==> config.mk <==
export PLATFORM = sky130hd
export DESIGN_NAME = proc_sequencer
export DESIGN_NICKNAME = d
export VERILOG_FILES = /design/src/rtl/mips_pkg.sv /design/src/rtl/proc_sequencer.sv
export SDC_FILE = /design/constraint.sdc
export NUM_CORES = 1
export LEC_CHECK = 0
export ABC_AREA = 1
export BUFFER_PORTS_ARGS = -buffer_cell sky130_fd_sc_hd__buf_4
export CAP_MARGIN = 20
export CORE_MARGIN = 5
export CORE_UTILIZATION = 31
export DETAILED_ROUTE_END_ITERATION = 8
export SLEW_MARGIN = 20
export SYNTH_ARGS = -nofsm -noshare
export SYNTH_HDL_FRONTEND = slang
export SYNTH_SLANG_ARGS = --single-unit
==> constraint.sdc <==
create_clock -name clk -period 2.6 [get_ports clk]
set_input_delay 0.52 -clock clk [delete_from_list [all_inputs] [get_ports clk]]
set_output_delay 0.52 -clock clk [all_outputs]
set_load 0.02 [all_outputs]
==> src/rtl/mips_pkg.sv <==
// Shared definitions for the MIPS run controller: sequencer state encoding and
// default halt/budget constants.
package mips_pkg;

    typedef enum logic [2:0] {
        S_IDLE,
        S_LOAD,
        S_RUN,
        S_DUMP_REG,
        S_DUMP_MEM,
        S_DONE
    } seq_state_e;

    localparam logic [31:0] HALT_INSTR_DEFAULT = 32'hFFFF_FFFF;
    localparam logic [15:0] MAX_CYCLES_DEFAULT = 16'd1000;

endpackage

==> src/rtl/proc_sequencer.sv <==
// Run controller for the single-cycle MIPS datapath: loads the program, runs until
// halt or cycle budget, then streams out the register file and data memory.
module proc_sequencer
    import mips_pkg::*;
#(
    parameter logic [31:0] HALT_INSTR = HALT_INSTR_DEFAULT,
    parameter logic [15:0] MAX_CYCLES = MAX_CYCLES_DEFAULT,
    parameter int unsigned NUM_REGS   = 32,
    parameter int unsigned DMEM_WORDS = 64
) (
    input  logic        clk,
    input  logic        resetN,
    input  logic        start,
    input  logic [7:0]  progLen,
    output logic [7:0]  progIdx,
    input  logic [31:0] progWord,
    output logic        initializing,
    output logic [31:0] instrAddrLoad,
    output logic [31:0] instrIn,
    output logic        instrWrite,
    output logic        instrRead,
    output logic        pcReset,
    output logic        pcWrite,
    output logic        execEn,
    input  logic [31:0] curInstr,
    output logic        regDumpSel,
    output logic [4:0]  regDumpAddr,
    input  logic [31:0] regDumpData,
    output logic        memDumpSel,
    output logic [31:0] memDumpAddr,
    output logic        memDumpRead,
    input  logic [31:0] memDumpData,
    output logic        dumpValid,
    output logic        dumpKind,
    output logic [15:0] dumpIndex,
    output logic [31:0] dumpData,
    output logic [15:0] cycleNo,
    output logic        busy,
    output logic        done,
    output logic        timeout
);

    localparam logic [15:0] REG_LAST  = 16'(NUM_REGS - 1);
    localparam logic [15:0] MEM_WORDS = 16'(DMEM_WORDS);

    seq_state_e  state_q, state_d;
    logic [15:0] idx_q, idx_d;
    logic [7:0]  len_q, len_d;
    logic [15:0] cycle_q, cycle_d;
    logic        timeout_q, timeout_d;
    logic        halt;

    assign halt = (state_q == S_RUN) && (curInstr == HALT_INSTR);

    always_ff @(posedge clk or negedge resetN) begin
        if (!resetN) begin
            state_q   <= S_IDLE;
            idx_q     <= '0;
            len_q     <= '0;
            cycle_q   <= '0;
            timeout_q <= 1'b0;
        end else begin
            state_q   <= state_d;
            idx_q     <= idx_d;
            len_q     <= len_d;
            cycle_q   <= cycle_d;
            timeout_q <= timeout_d;
        end
    end

    always_comb begin
        state_d   = state_q;
        idx_d     = idx_q;
        len_d     = len_q;
        cycle_d   = cycle_q;
        timeout_d = timeout_q;
        case (state_q)
            S_IDLE, S_DONE: begin
                if (start) begin
                    len_d     = progLen;
                    idx_d     = '0;
                    cycle_d   = '0;
                    timeout_d = 1'b0;
                    state_d   = (progLen != 8'd0) ? S_LOAD : S_DUMP_REG;
                end
            end
            S_LOAD: begin
                if (idx_q == 16'(len_q - 8'd1)) begin
                    idx_d   = '0;
                    state_d = S_RUN;
                end else begin
                    idx_d = idx_q + 16'd1;
                end
            end
            S_RUN: begin
                if (cycle_q != '1) cycle_d = cycle_q + 16'd1;
                // Halt takes priority over the budget check, so timeout stays clear.
                if (halt) begin
                    state_d = S_DUMP_REG;
                end else if (cycle_q == MAX_CYCLES - 16'd1) begin
                    timeout_d = 1'b1;
                    state_d   = S_DUMP_REG;
                end
            end
            S_DUMP_REG: begin
                if (idx_q == REG_LAST) begin
                    idx_d   = '0;
                    state_d = S_DUMP_MEM;
                end else begin
                    idx_d = idx_q + 16'd1;
                end
            end
            S_DUMP_MEM: begin
                // Index runs one past the last word to drain the read latency.
                if (idx_q == MEM_WORDS) begin
                    idx_d   = '0;
                    state_d = S_DONE;
                end else begin
                    idx_d = idx_q + 16'd1;
                end
            end
            default: state_d = S_IDLE;
        endcase
    end

    always_comb begin
        progIdx       = '0;
        initializing  = 1'b0;
        instrAddrLoad = '0;
        instrIn       = '0;
        instrWrite    = 1'b0;
        instrRead     = 1'b0;
        pcReset       = 1'b0;
        pcWrite       = 1'b0;
        regDumpSel    = 1'b0;
        regDumpAddr   = '0;
        memDumpSel    = 1'b0;
        memDumpAddr   = '0;
        dumpValid     = 1'b0;
        dumpKind      = 1'b0;
        dumpIndex     = '0;
        dumpData      = '0;
        busy          = 1'b0;
        done          = 1'b0;
        case (state_q)
            S_IDLE: pcReset = 1'b1;
            S_LOAD: begin
                pcReset       = 1'b1;
                busy          = 1'b1;
                initializing  = 1'b1;
                instrWrite    = 1'b1;
                progIdx       = idx_q[7:0];
                instrAddrLoad = {22'd0, idx_q[7:0], 2'b00};
                instrIn       = progWord;
            end
            S_RUN: begin
                busy      = 1'b1;
                instrRead = 1'b1;
                pcWrite   = !halt;
            end
            S_DUMP_REG: begin
                busy        = 1'b1;
                regDumpSel  = 1'b1;
                regDumpAddr = idx_q[4:0];
                dumpValid   = 1'b1;
                dumpIndex   = idx_q;
                dumpData    = regDumpData;
            end
            S_DUMP_MEM: begin
                busy       = 1'b1;
                memDumpSel = 1'b1;
                if (idx_q < MEM_WORDS) memDumpAddr = {14'd0, idx_q, 2'b00};
                dumpValid  = (idx_q != 16'd0);
                dumpKind   = 1'b1;
                dumpIndex  = idx_q - 16'd1;
                dumpData   = memDumpData;
            end
            S_DONE: begin
                pcReset = 1'b1;
                done    = 1'b1;
            end
            default: pcReset = 1'b1;
        endcase
    end

    assign execEn      = pcWrite;
    assign memDumpRead = memDumpSel;
    assign cycleNo     = cycle_q;
    assign timeout     = timeout_q;

endmodule

Yosys cells after proc, flatten, opt, wreduce, memory -nomap -nowiden
Cells that the tools add are included.
{ "totals": {"register_bits": 44, "input_bits": 139, "out_inout_bits": 187, "elab_cells": 80} }
{ "classes": {"add_sub_neg": 4, "order_cmp": 1, "eq_ne": 19, "mux": 36, "n_reduce_logical": 15} }
{ "ops": {"columns": ["cell", "n"], "rows": [
  ["$mux 16", 5],
  ["$pmux 16 s2", 2],
  ["$pmux 16 s4", 1],
  ["$pmux 32 s2", 1],
  ["$mux 18", 2],
  ["$add 16x1->16 const B", 2],
  ["$eq 32x32->1 const B", 1],
  ["$mux 32", 1],
  ["$mux 3", 6],
  ["$eq 16x10->1 const B", 1],
  ["$eq 16x16->1", 1],
  ["$eq 16x5->1 const B", 1],
  ["$eq 16x7->1 const B", 1],
  ["$lt 16x7->1 const B", 1],
  ["$ne 16x16->1 const B", 1],
  ["$reduce_bool 16->1", 1],
  ["$sub 16x1->16 const B", 1],
  ["$pmux 3 s5", 1],
  ["$mux 1", 11],
  ["$mux 10", 1],
  ["$ne 2x2->1 const B", 5],
  ["$sub 8x1->9 const B", 1],
  ["$mux 8", 1],
  ["$reduce_bool 8->1", 1],
  ["other kinds (20)", 25]
]} }

Longest topological paths before layout
Gate-level depths: netlist (run 1).
{ "logic_depth": {"depth_word": 4, "mapped_depth": 15, "ltp_nobuf": 14} }

Least setup slack after synthesis (run 1)
Ideal clock, no wire load.
{ "synth_path": {"kind": "reg2out", "start": "register state_q[2]", "end": "output progIdx[4]", "arrival_time_ns": 2.041, "required_time_ns": 2.080, "path_slack_ns": 0.039, "path_stages_with_launch": 9, "path_buffers": 3, "path_cell_list": "dfrtp_1 buf_2 nor2_2 inv_1 nor2_1 inv_2 clkbuf_1 nor2_1 buf_4"} }
{ "synth_between": {"elab_chain_cells": 2} }
{ "synth_lines": {"columns": ["element", "line_no", "text"], "rows": [
  ["start, declared", "proc_sequencer.sv:46", "seq_state_e state_q, state_d;"],
  ["start signal, assigned", "proc_sequencer.sv:63", "state_q <= state_d;"],
  ["$eq 3x1->1", "proc_sequencer.sv:145", "case (state_q)"],
  ["$mux 8", "proc_sequencer.sv:145", null],
  ["end, declared", "proc_sequencer.sv:15", "output logic [7:0] progIdx,"]
]} }
Every way passes these cells.

Final worst setup path (run 1)
{ "layout_path": {"start": "register state_q[0]", "end": "output dumpData[5]"} }
{ "layout_between": {"elab_chain_cells": 2, "word_cells_on_any_way": 3, "cone_classes": "eq/ne (2); mux (1)"} }
{ "layout_lines": {"columns": ["element", "line_no", "text"], "rows": [
  ["$eq 3x3->1 / $eq 3x2->1 (equally long branches)", "proc_sequencer.sv:145", null],
  ["$pmux 32 s2 (*)", "proc_sequencer.sv:145", null],
  ["end, declared", "proc_sequencer.sv:36", "output logic [31:0] dumpData,"]
]} }
Mark *: on every way between the ends. The rest lies on a longest branch, timed or not.

==> summary.txt, run 1 <==
Run status
  – Status: finished clean

Setup path
  – Required @ worst endpoint: 2.08 ns
  – Critical path arrival: 1.96 ns
  – Worst setup path class: reg2out
  – Setup crit end kind: primary output
  – Setup crit start kind: flip-flop
  – Critical Path Fanout Max: 30

Clocking
  – CTS tree: built
  – Clk root buf: clkbuf_16
  – Clk_lat worst skew: 0.29 ns
  – # clock sinks: 44
  – H-tree levels: 2
  – CTS max path bufs: 2
  – Reg clk slew, reported paths: 0.07 ns
  – CTS buffer count: 5

Detailed routing
  – Remaining DRCs: 0
  – Initial DRT Pass Iterations: 5
  – DR iter-0 viols: 327
  – Vias: 5,466
  – DR vias/cell: 4.64
  – Avg WL per Cell: 15.7 µm
  – Final antenna-violating net count: 0
  – Overall routed net length: 18,500 µm

Power and ir drop
  – Worst VDD drop: 0.418 mV
  – Sw Pwr: 3.00 mW
  – Switching Share: 0.512
  – Clock share of power: 0.124
  – Pint: 2.86 mW
  – Pwr/cell area: 849 nW/µm²
  – Leak: 3.80 nW
  – Gate power share: 0.702
  – Sequential share of power: 0.174

Synthesis
  – Top FF cell, synth: dfrtp_1
  – Mean Syn Cell Area: 6.38 µm²
  – Post-synth EDFFs: 0
  – Sequential share of the synthesized area: 0.237
  – Synth area leader: dfrtp_1
  – Yosys reg bits: 44
  – Post-synth ARST share: 1.00
  – Synth warnings: 0
  – Cells after Synth: 729
  – Cell area after synthesis: 4650 µm²
  – Yosys top cell area share: 0.237
  – Synth cell types: 41
  – Top cells by area, synth: dfrtp_1 (24%), nand2_1 (13%), buf_4 (10%)

Placed design
  – IO buf count: 275
  – GPL Wtd Cong: 0.876
  – Hpwl dp: 15,200 µm
  – Worst slack, placed: 0.244 ns

Floorplanning
  – Core Box Area: 14,600 µm²
  – Die area: 17,500 µm²
  – # IOs: 326
  – Chip width: 132 µm
  – Initial core utilization: 0.317
  – Die height: 132 µm
  – # rows: 44

Timing
  – Fin crit share: 0.955
  – Fin. Hold Viols: 0
  – Worst setup margin: 0.118 ns
  – Setup TNS: 0 ns
  – Rel. slew slack: 0.585
  – Final Max Tran Viols: 0
  – Tmin final: 2.48 ns
  – Slew at the pin closest to its max-slew limit: 0.622 ns
  – Final setup vio count: 0
  – Hold slack final: 0.232 ns
  – Clk_skew: 0.0132 ns
  – F_max: 403 MHz

Finish
  – Area delta synth->final: 48.5%
  – Final #Nets: 1,135
  – Antenna cell count: 0
  – Layout cells sized above 1: 0.348

Global routing
  – First-pass GRT wire length: 28,700 µm
  – Largest net degree at the start of global routing: 45
  – GRT Util Overall: 0.200
  – Number of global-route vias before repair: 5,279
  – Grt total ovfl: 0
  – Initial antenna violation count: 0

Worst hold path
  – Hold Path Class: in2async

Run
  – Max Cap Viol: 0
## cells in the final DEF (no fill, tap or decap), drive strengths merged, types with 3 or more instances in the layout
cell type / Yosys / final
xor2: 27 / 27
buf: 77 / 297
o31ai: 4 / 4
inv: 106 / 106
nor4: 4 / 4
nor2: 121 / 121
o22ai: 11 / 11
nand4: 13 / 13
nor3: 15 / 15
o21ai: 39 / 39
nand3: 37 / 37
o221ai: 3 / 3
conb: 1 / 50
a22o: 32 / 32
nand2: 159 / 159
clkbuf: 13 / 6
ha: 4 / 4
dfrtp: 44 / 44
a21oi: 8 / 8
## worst paths after layout
kind | start | endpoint | slack, ns | cells past startpoint
setup reg to reg | len_q[0]$_DFFE_PN0P_ | idx_q[2]$_DFFE_PN0P_ | 0.44 | 13
setup / recovery | state_q[0]$_DFFE_PN0P_ | dumpData[5] | 0.12 | 7
max in group asynchronous | resetN | idx_q[4]$_DFFE_PN0P_ | 1.92 | 1
min in group clk | progLen[5] | len_q[5]$_DFFE_PN0P_ | 0.45 | 3
hold reg to reg | timeout$_DFFE_PN0P_ | timeout$_DFFE_PN0P_ | 0.49 | 2
hold / removal | resetN | idx_q[5]$_DFFE_PN0P_ | 0.23 | 1
## registers in the layout, summed over array words and instances (netlist names)
register  count
state_q       3
len_q         8
idx_q        16
cycleNo      16
timeout       1
## worst max-delay path, stage by stage (launching register included)
cell and delay (ns):
dfrtp_1 0.46, nor2_2 0.20, nand2_1 0.09, inv_1 0.22, buf_12 0.22, buf_12 0.16
a22o_1 0.16, buf_4 0.15
## through the flow
step	std cells	utilization	cell area (µm²)	power (mW)
5_1_grt	1177	0.471	6900	6.36
3_3_place_gp	1163	0.454	6650	4.99
3_5_place_dp	1163	0.454	6650	5.00
4_1_cts	1171	0.466	6820	5.75
2_1_floorplan	778	-	4830	3.56
6_report	1177	0.471	6900	5.86
## cell usage after synthesis, types with 3 or more instances
master / count
nand4_1: 13
o221ai_1: 3
inv_2: 12
a21oi_1: 7
ha_1: 4
nor2_1: 115
o22ai_1: 11
inv_1: 94
o21ai_0: 33
nor2_2: 5
clkbuf_1: 12
o31ai_1: 4
nand2_2: 3
buf_2: 9
nand3_1: 37
buf_4: 64
nor3_1: 12
o21ai_1: 5
a22o_1: 32
nand2_1: 155
buf_6: 4
dfrtp_1: 44
xor2_1: 27
## cell type report
type                    count  area (µm²)
clock buffers               6         129
flip-flops and latches     44        1100
well taps                 184         230
clock inverters             2        35.0
multi-input cells         537        2750
repair buffers            297        2250
inverters                 107         402
fillers                  1541        7740
## timing repair
| action | 4_1_cts | 5_1_grt |
|---|---|---|
| pin swaps | 0 | 3 |
| buffers inserted | 0 | 6 |
| cloned | 0 | 0 |
| hold buffers | 0 | 0 |
| gates resized for setup | 3 | 12 |
| setup endpoints to repair | 3 | 21 |
## power by group through the flow
stage	registers [mW]	logic [mW]	clock network [mW]
final	1.02	4.11	0.729
after global routing	1.04	4.54	0.775
after CTS	1.02	4.00	0.743
after detailed placement	1.03	3.97	0
after global placement	1.02	3.97	0
after floorplan	1.02	2.55	0
## layer usage
metal | global-route usage | up-vias | wire, µm
met5 | 0 | - | 0
met4 | 0.0300 | 0 | 153
met3 | 0.0486 | 14 | 1380
met2 | 0.328 | 202 | 9000
met1 | 0.272 | 2505 | 7920
li1 | - | 2745 | -
## cells by family after synthesis
logic type / count (synthesis) / synth area share
fa+ha+maj: 4 / 0.0108
buf+inv: 197 / 0.220
compound gates: 103 / 0.151
simple gates: 351 / 0.326
xor+xnor: 29 / 0.0546
other cells: 1 / 0.000807
flops: 44 / 0.237
Power figures use the tool's default switching activity.
==> run 2: changes to the inputs <==
--- a/config.mk
+++ b/config.mk
@@ -8,9 +8,12 @@
 export ABC_AREA = 1
 export BUFFER_PORTS_ARGS = -buffer_cell sky130_fd_sc_hd__buf_4
 export CAP_MARGIN = 20
+export CORE_ASPECT_RATIO = 0.8
 export CORE_MARGIN = 5
 export CORE_UTILIZATION = 31
 export DETAILED_ROUTE_END_ITERATION = 8
+export GPL_TIMING_DRIVEN = 0
+export REMOVE_ABC_BUFFERS = 1
 export SLEW_MARGIN = 20
 export SYNTH_ARGS = -nofsm -noshare
 export SYNTH_HDL_FRONTEND = slang
==> summary.txt, run 2 (same netlist as run 1, synthesis figures left out) <==
Timing
  – Rel. slew slack: 0.591
  – Clk_skew: 0.00562 ns
  – Fin crit share: 0.975
  – Final setup vio count: 0
  – Tmin final: 2.54 ns
  – Slew at the pin closest to its max-slew limit: 0.612 ns
  – Setup TNS: 0 ns
  – Hold slack final: 0.215 ns
  – Fin. Hold Viols: 0
  – F_max: 394 MHz
  – Final Max Tran Viols: 0

Power and ir drop
  – Pwr/cell area: 844 nW/µm²
  – Leak: 3.78 nW
  – Worst VDD drop: 0.393 mV

Global routing
  – GRT Util Overall: 0.194
  – Largest net degree at the start of global routing: 45
  – First-pass GRT wire length: 27,700 µm
  – Grt total ovfl: 0
  – Number of global-route vias before repair: 5,043
  – Initial antenna violation count: 0

Setup path
  – Worst setup path class: reg2out
  – Crit-path slowest cell: dfrtp_2
  – Setup crit end kind: primary output
  – Critical Path Fanout Max: 35
  – Setup crit start kind: flip-flop
  – Critical path's top delay family: buffers and inverters
  – CP cell instances: inv_2 -> nand3_4 -> clkinv_4 -> a22o_1 -> buf_4
  – Critical path arrival: 2.02 ns
  – Required @ worst endpoint: 2.08 ns
  – CP Buf/Inv Count: 3
  – CP max stage delay: 0.51 ns

Worst hold path
  – Hold Path Class: in2async

Clocking
  – CTS buffer count: 5
  – Hold buffer count at CTS: 0
  – Clk root buf: clkbuf_16
  – CTS max path bufs: 2
  – CTS tree: built
  – Clk_lat worst skew: 0.29 ns
  – # clock sinks: 44
  – Reg clk slew, reported paths: 0.07 ns
  – H-tree levels: 2

Placed design
  – GPL Wtd Cong: 0.897
  – Hpwl dp: 14,800 µm
  – IO buf count: 275

Detailed routing
  – Final antenna-violating net count: 0
  – Initial DRT Pass Iterations: 5
  – Remaining DRCs: 0
  – Overall routed net length: 18,500 µm
  – DR vias/cell: 4.59
  – Vias: 5,410
  – Avg WL per Cell: 15.7 µm
  – DR iter-0 viols: 394

Floorplanning
  – Die area: 17,600 µm²
  – # IOs: 326
  – Core Box Area: 14,900 µm²
  – Chip width: 147 µm
  – # rows: 40
  – Initial core utilization: 0.313
  – Die height: 120 µm

Finish
  – Commonest non-fill, non-tap cell in the layout: buf_4
  – Antenna cell count: 0
  – Most frequent cells in the layout: buf_4 (292), nand2_1 (149), nor2_1 (103)
  – Final #Nets: 1,131
  – Layout cells sized above 1: 0.365
  – Area delta synth->final: 49.4%

Run
  – Max Cap Viol: 0

Run status
  – Status: finished clean
[run 2: changes by cell type in the layout (fill, tap and decap cells not counted), moves of 2 or more]
| cell | previous run | this run |
|---|---|---|
| dfrtp_1 | 43 | 37 |
| buf_4 | 295 | 292 |
| inv_6 | 0 | 2 |
| inv_1 | 94 | 91 |
| dfrtp_2 | 1 | 7 |
| inv_4 | 0 | 2 |
| nor2_1 | 108 | 103 |
| nor2_4 | 2 | 6 |
| nand2_1 | 151 | 149 |
| inv_2 | 12 | 10 |
[run 2: metrics by stage]
step           setup WS, ns  power, mW  cell area [µm²]  instances   util
6_report             0.0644       5.86             6950       1178  0.467
5_1_grt             -0.0152       6.31             6950       1178  0.467
4_1_cts             0.00195       5.72             6840       1170  0.460
3_5_place_dp          -1.05       4.84             6530       1153  0.439
3_3_place_gp          -1.05       4.82             6510       1152  0.438
2_1_floorplan        -0.614       3.34             4210        688      -
[run 2: area by class of cell]
cell class	count	area (µm²)
tap	189	236
inverter	107	425
clock inverter	2	10.0
clock buffer	6	139
sequential	44	1110
multi-input combinational	537	2810
timing repair buffer	293	2210
fill	1561	7920
[run 2: worst reg2reg max path, cell delays in order, from the launching register on]
cell     delay, ns
dfrtp_2       0.49
inv_2         0.12
nand2_1       0.08
nor2_2        0.17
a21oi_4       0.07
nor2_8        0.21
nor2_1        0.08
nor2_2        0.51
inv_2         0.21
o31ai_1       0.25
[run 2: final timing paths]
path / cells after the start / start / end / slack [ns]
max reg2reg: 9 / state_q[1]$_DFFE_PN0P_ / cycleNo[7]$_DFFE_PN0P_ / 0.30
max in group asynchronous: 1 / resetN / idx_q[4]$_DFFE_PN0P_ / 1.90
max: 5 / state_q[2]$_DFFE_PN0P_ / dumpData[30] / 0.06
min reg2reg: 2 / timeout$_DFFE_PN0P_ / timeout$_DFFE_PN0P_ / 0.53
min in group clk: 3 / progLen[1] / len_q[1]$_DFFE_PN0P_ / 0.46
min: 1 / resetN / cycleNo[1]$_DFFE_PN0P_ / 0.22
[run 2: report_power, final]
group          total [mW]  leakage [nW]  switching (mW)  internal (mW)
Sequential           1.05         0.580           0.209          0.839
Clock               0.654        0.0766           0.274          0.379
Combinational        4.16          3.12            2.60           1.56
Total                5.86          3.78            3.08           2.78
[run 2: metal layers]
metal | vias up | share of wire | track usage | routed length (µm)
met5 | - | 0 | 0 | 0
met2 | 192 | 0.49 | 0.329 | 9060
met3 | 8 | 0.065 | 0.0351 | 1200
met1 | 2477 | 0.44 | 0.267 | 8160
li1 | 2733 | - | - | -
met4 | 0 | 0.0049 | 0.0192 | 91
[run 2: repair_timing]
item	CTS	global route
endpoints found under the setup margin	126	53
gates resized for setup	31	15
buffers inserted	9	8
pin swaps	2	5
==> run 3: changes to the inputs <==
--- a/config.mk
+++ b/config.mk
@@ -6,12 +6,11 @@
 export NUM_CORES = 1
 export LEC_CHECK = 0
 export ABC_AREA = 1
-export BUFFER_PORTS_ARGS = -buffer_cell sky130_fd_sc_hd__buf_4
+export BUFFER_PORTS_ARGS = -buffer_cell sky130_fd_sc_hd__buf_2
 export CAP_MARGIN = 20
-export CORE_ASPECT_RATIO = 0.8
-export CORE_MARGIN = 5
-export CORE_UTILIZATION = 31
+export CORE_AREA = 2 2 128 130
 export DETAILED_ROUTE_END_ITERATION = 8
+export DIE_AREA = 0 0 130 132
 export GPL_TIMING_DRIVEN = 0
 export REMOVE_ABC_BUFFERS = 1
 export SLEW_MARGIN = 20
==> summary.txt, run 3 (same netlist as run 1, synthesis figures left out) <==
Detailed routing
  – DR iter-0 viols: 260
  – DR vias/cell: 4.56
  – Final antenna-violating net count: 0
  – Vias: 5,470
  – Overall routed net length: 17,100 µm
  – Initial DRT Pass Iterations: 4
  – Avg WL per Cell: 14.3 µm
  – Remaining DRCs: 0

Finish
  – Filler cell count: 1,729
  – Commonest non-fill, non-tap cell in the layout: buf_2
  – Multi-input logic area: 2840 µm²
  – Most frequent cells in the layout: buf_2 (270), nand2_1 (149), nor2_1 (103)
  – Antenna cell count: 0
  – Layout cells sized above 1: 0.361
  – Final #Nets: 1,125
  – Fin area: 6330 µm²
  – Sequential cell area: 1110 µm²
  – Final Util: 0.403
  – Post-Layout Cell Count: 1,199
  – Area delta synth->final: 36.2%

Placed design
  – Inst Count DP: 1,179
  – IO buf count: 275
  – Hpwl dp: 13,700 µm
  – Area after DPL: 5860 µm²
  – GPL Wtd Cong: 0.897

Setup path
  – Critical Path Source: idx_q[1]$_DFFE_PN0P_
  – Critical Path Fanout Max: 4
  – R2R Path Start: state_q[1]$_DFFE_PN0P_
  – Critical path arrival: 1.97 ns
  – Worst setup path class: reg2out
  – Setup crit end kind: primary output
  – Setup crit start kind: flip-flop
  – Worst r2r path cells: 9
  – Required @ worst endpoint: 2.08 ns
  – Reg2Reg Setup Slack: 0.36 ns
  – FF-to-FF End: cycleNo[13]$_DFFE_PN0P_
  – CP endpoint: dumpIndex[13]

Clocking
  – # clock sinks: 44
  – Clk root buf: clkbuf_16
  – Hold buffer count at CTS: 0
  – CTS buffer count: 5
  – CTS max path bufs: 2
  – Reg clk slew, reported paths: 0.07 ns
  – H-tree levels: 2
  – Clk_lat worst skew: 0.29 ns
  – CTS tree: built

Power and ir drop
  – Switching Share: 0.541
  – Clock share of power: 0.129
  – Sequential share of power: 0.189
  – Sw Pwr: 3.02 mW
  – Worst VDD drop: 0.409 mV
  – Leak: 3.64 nW
  – Pwr/cell area: 881 nW/µm²
  – Gate power share: 0.682
  – Pint: 2.56 mW

Floorplanning
  – # rows: 46
  – Die height: 132 µm
  – Die area: 17,200 µm²
  – Chip width: 130 µm
  – Initial core utilization: 0.296
  – Core Box Area: 15,700 µm²
  – # IOs: 326

Timing
  – Fin crit share: 0.958
  – Fin. Hold Viols: 0
  – Final Max Tran Viols: 0
  – F_max: 402 MHz
  – Rel. slew slack: 0.609
  – Slew at the pin closest to its max-slew limit: 0.587 ns
  – Tmin final: 2.49 ns
  – Setup TNS: 0 ns
  – Clk_skew: 0.0102 ns
  – Final setup vio count: 0
  – RSZ-0062 raised after global routing: true

Global routing
  – Largest net degree at the start of global routing: 50
  – Initial antenna violation count: 0
  – GRT Util Overall: 0.189
  – Number of global-route vias before repair: 4,957
  – Grt total ovfl: 0
  – First-pass GRT wire length: 25,500 µm

Worst hold path
  – Hold Path Class: in2async

Run
  – Max Cap Viol: 0

Run status
  – Status: finished clean
## run 3: cell count changes in the layout (fill, tap and decap cells not counted), sizes merged
| cell | previous run | this run |
|---|---|---|
| bufinv | 0 | 1 |
| clkinv | 3 | 2 |
| buf | 293 | 287 |
## run 3: metrics by stage
stage	power (mW)	setup WS, ns	hold slack, ns
after floorplan	3.34	-0.614	0.224
after detailed placement	4.44	-1.09	0.483
after CTS	5.39	0.00147	0.458
final	5.58	0.110	0.235
after global placement	4.43	-1.14	0.464
after global routing	6.04	-0.0154	0.297
## run 3: power groups by stage
stage               sequential (mW)  combinational [mW]  clock (mW)
detailed placement             1.04                3.41           0
finish                         1.05                3.80       0.721
global placement               1.03                3.40           0
global route                   1.08                4.19       0.770
CTS                            1.04                3.61       0.742
floorplan                      1.04                2.30           0
## run 3: metal layers
| layer | track usage | wire length (µm) |
|---|---|---|
| met5 | 0 | 0 |
| met4 | 0.0430 | 316 |
| met3 | 0.0235 | 1200 |
| met2 | 0.366 | 9080 |
| met1 | 0.216 | 6520 |
## run 3: layout make-up
type / count / area share
repair buffers: 287 / 0.236
flip-flops and latches: 44 / 0.175
well taps: 216 / 0.0427
clock buffers: 6 / 0.0204
inverters: 107 / 0.0714
multi-input cells: 537 / 0.449
clock inverters: 2 / 0.00553
## run 3: worst max-delay path, stage by stage (launching register included)
cell and delay [ns]:
dfrtp_2 0.45, nor2_2 0.11, nand2_2 0.09, nor2_4 0.18, nand2_4 0.08, nor2_4 0.14
nand2_4 0.08, nor2_4 0.12, xor2_1 0.17, o22ai_1 0.09, buf_4 0.17
## run 3: repair_timing
item | in CTS | in global routing
resized for setup | 40 | 24
pin swaps | 0 | 3
buffers inserted | 9 | 3
endpoints found under the setup margin | 128 | 13
endpoints found under the hold margin | 0 | 0
## run 3: worst min-delay path by stage
stage                     cells after the start  slack (ns)                       to
after floorplan                               0        0.22   cycleNo[0]$_DFFE_PN0P_
after global placement                        2        0.46      timeout$_DFFE_PN0P_
after detailed placement                      2        0.48      timeout$_DFFE_PN0P_
after CTS                                     1        0.46  cycleNo[13]$_DFFE_PN0P_
after global routing                          1        0.30  cycleNo[13]$_DFFE_PN0P_
final                                         1        0.23  cycleNo[13]$_DFFE_PN0P_
